## src/rtl/covariance_outer_product.sv

```systemverilog
// Upper-triangular conjugate product generator: one captured snapshot of CHANNELS complex
// samples becomes PAIR_COUNT beats of x_i*conj(x_j), i<=j, in row-major pair order.
module covariance_outer_product #(
  parameter int CHANNELS       = 4,
  parameter int SAMPLE_WIDTH   = 16,
  parameter int PRODUCT_WIDTH  = 2*SAMPLE_WIDTH+1,
  parameter int PAIR_COUNT     = CHANNELS*(CHANNELS+1)/2,
  parameter int PAIR_IDX_WIDTH = $clog2(PAIR_COUNT)
) (
  input  logic                                 clk,
  input  logic                                 rst,
  input  logic [CHANNELS*2*SAMPLE_WIDTH-1:0]   s_axis_tdata,
  input  logic                                 s_axis_tvalid,
  output logic                                 s_axis_tready,
  output logic [2*PRODUCT_WIDTH-1:0]           m_axis_tdata,
  output logic [PAIR_IDX_WIDTH-1:0]            m_axis_tuser,
  output logic                                 m_axis_tlast,
  output logic                                 m_axis_tvalid,
  input  logic                                 m_axis_tready,
  output logic [0:0]                           dbg_state
);

  // Handshakes: a beat transfers on a clock edge where valid && ready are both high.
  // Once valid is raised, data/user/last hold until that transfer happens.

  localparam int CH_W  = (CHANNELS > 1) ? $clog2(CHANNELS) : 1;
  localparam int VEC_W = CHANNELS*2*SAMPLE_WIDTH;
  localparam int EXT_W = PRODUCT_WIDTH - SAMPLE_WIDTH;

  localparam logic [0:0] IDLE = 1'b0;
  localparam logic [0:0] RUN  = 1'b1;

  localparam logic [CH_W-1:0]           LAST_CH  = CH_W'(CHANNELS-1);
  localparam logic [PAIR_IDX_WIDTH-1:0] LAST_IDX = PAIR_IDX_WIDTH'(PAIR_COUNT-1);

  logic [0:0]                  state_q, state_d;
  logic [VEC_W-1:0]            vec_q, vec_d;
  logic [CH_W-1:0]             i_q, i_d, j_q, j_d;
  logic [PAIR_IDX_WIDTH-1:0]   idx_q, idx_d;
  logic [2*PRODUCT_WIDTH-1:0]  tdata_q, tdata_d;
  logic [PAIR_IDX_WIDTH-1:0]   tuser_q, tuser_d;
  logic                        tlast_q, tlast_d;
  logic                        tvalid_q, tvalid_d;

  logic signed [SAMPLE_WIDTH-1:0]  ch_re [CHANNELS];
  logic signed [SAMPLE_WIDTH-1:0]  ch_im [CHANNELS];
  logic signed [PRODUCT_WIDTH-1:0] a_ext, b_ext, c_ext, d_ext;
  logic signed [PRODUCT_WIDTH-1:0] prod_re, prod_im;

  for (genvar k = 0; k < CHANNELS; k++) begin : g_unpack
    assign ch_re[k] = vec_q[k*2*SAMPLE_WIDTH +: SAMPLE_WIDTH];
    assign ch_im[k] = vec_q[k*2*SAMPLE_WIDTH+SAMPLE_WIDTH +: SAMPLE_WIDTH];
  end

  // Operands are widened before multiplying so the sum of two full-scale products fits.
  always_comb begin
    a_ext   = {{EXT_W{ch_re[i_q][SAMPLE_WIDTH-1]}}, ch_re[i_q]};
    b_ext   = {{EXT_W{ch_im[i_q][SAMPLE_WIDTH-1]}}, ch_im[i_q]};
    c_ext   = {{EXT_W{ch_re[j_q][SAMPLE_WIDTH-1]}}, ch_re[j_q]};
    d_ext   = {{EXT_W{ch_im[j_q][SAMPLE_WIDTH-1]}}, ch_im[j_q]};
    prod_re = a_ext*c_ext + b_ext*d_ext;
    prod_im = b_ext*c_ext - a_ext*d_ext;
  end

  always_comb begin
    state_d  = state_q;
    vec_d    = vec_q;
    i_d      = i_q;
    j_d      = j_q;
    idx_d    = idx_q;
    tdata_d  = tdata_q;
    tuser_d  = tuser_q;
    tlast_d  = tlast_q;
    tvalid_d = tvalid_q;
    if (state_q == IDLE) begin
      if (tvalid_q && m_axis_tready) begin
        tvalid_d = 1'b0;
      end
      if (s_axis_tvalid) begin
        vec_d   = s_axis_tdata;
        i_d     = '0;
        j_d     = '0;
        idx_d   = '0;
        state_d = RUN;
      end
    end else if (!tvalid_q || m_axis_tready) begin
      tdata_d  = {prod_im, prod_re};
      tuser_d  = idx_q;
      tlast_d  = (idx_q == LAST_IDX);
      tvalid_d = 1'b1;
      idx_d    = idx_q + 1'b1;
      if (j_q == LAST_CH) begin
        i_d = i_q + 1'b1;
        j_d = i_q + 1'b1;
      end else begin
        j_d = j_q + 1'b1;
      end
      if (idx_q == LAST_IDX) begin
        state_d = IDLE;
      end
    end
  end

  always_ff @(posedge clk) begin
    if (rst) begin
      state_q  <= IDLE;
      vec_q    <= '0;
      i_q      <= '0;
      j_q      <= '0;
      idx_q    <= '0;
      tdata_q  <= '0;
      tuser_q  <= '0;
      tlast_q  <= 1'b0;
      tvalid_q <= 1'b0;
    end else begin
      state_q  <= state_d;
      vec_q    <= vec_d;
      i_q      <= i_d;
      j_q      <= j_d;
      idx_q    <= idx_d;
      tdata_q  <= tdata_d;
      tuser_q  <= tuser_d;
      tlast_q  <= tlast_d;
      tvalid_q <= tvalid_d;
    end
  end

  assign s_axis_tready = (state_q == IDLE) && !rst;
  assign m_axis_tdata  = tdata_q;
  assign m_axis_tuser  = tuser_q;
  assign m_axis_tlast  = tlast_q;
  assign m_axis_tvalid = tvalid_q;
  assign dbg_state     = state_q;

endmodule

```

## config.mk

```make
export PLATFORM = sky130hd
export DESIGN_NAME = covariance_outer_product
export DESIGN_NICKNAME = d
export VERILOG_FILES = /design/src/rtl/covariance_outer_product.sv
export SDC_FILE = /design/constraint.sdc
export NUM_CORES = 2
export LEC_CHECK = 0
export CAP_MARGIN = 20
export CORE_MARGIN = 2
export CORE_UTILIZATION = 40
export DETAILED_ROUTE_END_ITERATION = 10
export GPL_TIMING_DRIVEN = 0
export PLACE_DENSITY_LB_ADDON = 0.12
export SYNTH_ARGS = -nofsm -noshare
export SYNTH_HDL_FRONTEND = slang
export SYNTH_SLANG_ARGS = --single-unit
export TNS_END_PERCENT = 10
```

## constraint.sdc

```tcl
create_clock -name clk -period 18 [get_ports clk]
set_input_delay 3.6 -clock clk [delete_from_list [all_inputs] [get_ports clk]]
set_output_delay 3.6 -clock clk [all_outputs]
set_load 0.02 [all_outputs]
```

==> impl_metrics.ini <==
[synth]
synth-edff-count = 0
synth_top_cell_by_area = fa_1
synth_area_leaders = fa_1, inv_1, dfxtp_1
synthDistinctLibCells = 65
synth_nets = 7232
async_flop_share_pct = 0
ys_seq_elements = 209
dominantRegCellSynth = dfxtp_1
netlist_instances = 5614
ys_warn_count = 0
netlist_area_um2 = 49100
synth_top_cell_area_share_pct = 47.8
seq_area_frac_synth_pct = 8.52
postSynthAreaPerCell_um2 = 8.75

[global_route]
antenna_found_initial = 16
grt_pass1_wl_um = 300000
grt_usage_pct = 34.0
grt_max_degree = 15
overflow = 0
grt_pass1_vias = 41694

[clock_tree]
cts-htree-levels = 1
clk_path_buf_depth = 3
cts.sinks = 209
clk_pin_slew_worst_paths_ns = 0.07
cts_tree = built
postCtsHoldBufs = 0
cts_buffers = 21
clock_latency_ns = 0.55
post-cts-setup-buffers = 0
cts_resized = 0
clockRootBuffer = clkbuf_16

[sta]
fin_setup_tns_ns = 0
period_needed_ns = 12.17
period_share_pct = 67.6
setup_violations = 0
max_slew.worst_pin.slew_ns = 1.32
finalHoldViolations = 0
slew_violations = 0
clock_skew_ns = 0.0194
maxSlewHeadroom_pct = 12.0
fmax_mhz = 82.2
rsz0062_at_grt = no

[routing]
first_pass_iters = 6
drt-vias-per-instance = 5.34
drt_iter0_markers = 3786
wl_per_cell_um = 27.9
drc = 0
wirelength_um = 211000
dr_total_vias = 40330
final_antenna_net_count = 0

[final_layout]
fillers = 12447
drive_gt1_share_pct = 3.53
nets = 7526
final_cell_mix = inv_1, fa_1, nand2_1
layout-area-overhead-vs-synth_pct = 11.9
finalInstanceArea_um2 = 54900
mostFrequentLayoutCell = inv_1

[hold_path]
hp-class = flop to flop

[outcome]
status = completed

[placed_design]
dpl_cell_area_um2 = 54100
place_congestion = 1.04
hpwl_um = 179000
port_buffers = 205

[worst_setup_path]
critPathCaptureType = flop
crit_path_frequent_cell = fa_1
worstPathRequired_ns = 18.37
crit_fanout = 10
cpPeakStageDelay_ns = 0.77
start_kind = flop
arrival_ns = 12.54
cp_slowest_cell = clkbuf_1
critPathKind = flop to flop

[floorplanning]
die-height_um = 354
rows = 128
start_util_pct = 40.3
dieArea_um2 = 126000
coreArea_um2 = 122000
io_pins = 206
die_x_um = 354

[job]
maxCapViolations = 0
layer usage:
metal  part of all wire, %  wire [µm]  GRT usage, %
met1                    38      80200          43.0
met2                    43      91600          51.5
met3                   9.9      20900          8.96
met4                   8.5      18000          22.3
met5                 0.093        195             0
sequential cells by signal, indices dropped and copies added (netlist names):
name,cells
m_axis_tvalid,1
vec_q,128
dbg_state,1
j_q,2
i_q,2
idx_q,4
m_axis_tlast,1
m_axis_tuser,4
m_axis_tdata,66
cell usage after synthesis (7+ instances only):
master,n
a21o_1,23
inv_1,1321
buf_2,10
o21bai_1,7
nor2_1,520
buf_1,35
a21oi_1,219
o21a_1,67
mux2i_1,64
and2_1,27
a31oi_1,9
ha_1,313
clkbuf_1,234
fa_1,1173
nand2b_1,15
a211oi_1,15
o211ai_1,11
xnor2_1,61
or3_1,7
nand2_1,949
nor3_1,24
mux2_2,60
nand3_1,29
o21ai_1,40
xor2_1,16
nand4_1,9
dfxtp_1,209
o21ai_0,64
final timing paths:
path | end | slack (ns) | from | cells past startpoint
max reg2reg | m_axis_tdata[64]$_SDFFE_PP0P_ | 5.83 | j_q[0]$_SDFFE_PP0P_ | 31
min | m_axis_tdata[10]$_SDFFE_PP0P_ | 0.45 | m_axis_tdata[10]$_SDFFE_PP0P_ | 2
max | m_axis_tdata[64]$_SDFFE_PP0P_ | 5.83 | j_q[0]$_SDFFE_PP0P_ | 31
min reg2reg | m_axis_tdata[10]$_SDFFE_PP0P_ | 0.45 | m_axis_tdata[10]$_SDFFE_PP0P_ | 2
through the flow:
step                hold WS, ns  util, %  setup WS [ns]  std cells
finish                    0.455     45.1           5.83       7554
global route              0.479     45.1           5.59       7546
CTS                       0.454     45.0           6.07       7540
detailed placement        0.444     44.5           6.11       7504
global placement          0.439     43.7           5.78       7444
floorplan                 0.442        -           9.37       5614
cell type report:
| type | instances | area [µm²] | area share, % |
|---|---|---|---|
| multi-input combinational | 3803 | 39000 | 70.9 |
| inverter | 1323 | 4970 | 9.04 |
| sequential | 209 | 4180 | 7.62 |
| timing repair buffer | 271 | 3020 | 5.50 |
| tap | 1625 | 2030 | 3.70 |
| buffer | 279 | 1060 | 1.94 |
| clock buffer | 28 | 592 | 1.08 |
| clock inverter | 8 | 78.8 | 0.144 |
| antenna | 8 | 20.0 | 0.0364 |
critical path: cells and delay by family (launching register included):
family                     cells  cell delay, ns
AOI/OAI and AO/OA              8            2.64
adders and majority gates      9            4.56
buffers and inverters         10            3.25
DFF                            1            0.47
muxes                          2            0.72
and+or+nand+nor                2            0.31
cells by family (layout without fill, tap and decap cells):
logic type                 after synthesis  count (layout)  synth area share, %
and+or+nand+nor                       1612            1612                 13.0
buffers and inverters                 1602            1909                 12.3
adders and majority gates             1486            1486                 55.8
AOI/OAI and AO/OA                      499             499                 6.13
DFF                                    209             209                 8.52
muxes                                  128             128                 2.86
xor gates and xnor gates                78              78                 1.42
other                                    0               8                    0
Power is left out: the tool's default activity adds up to more than one toggle a clock period on the data nets, which glitch-free logic cannot reach.
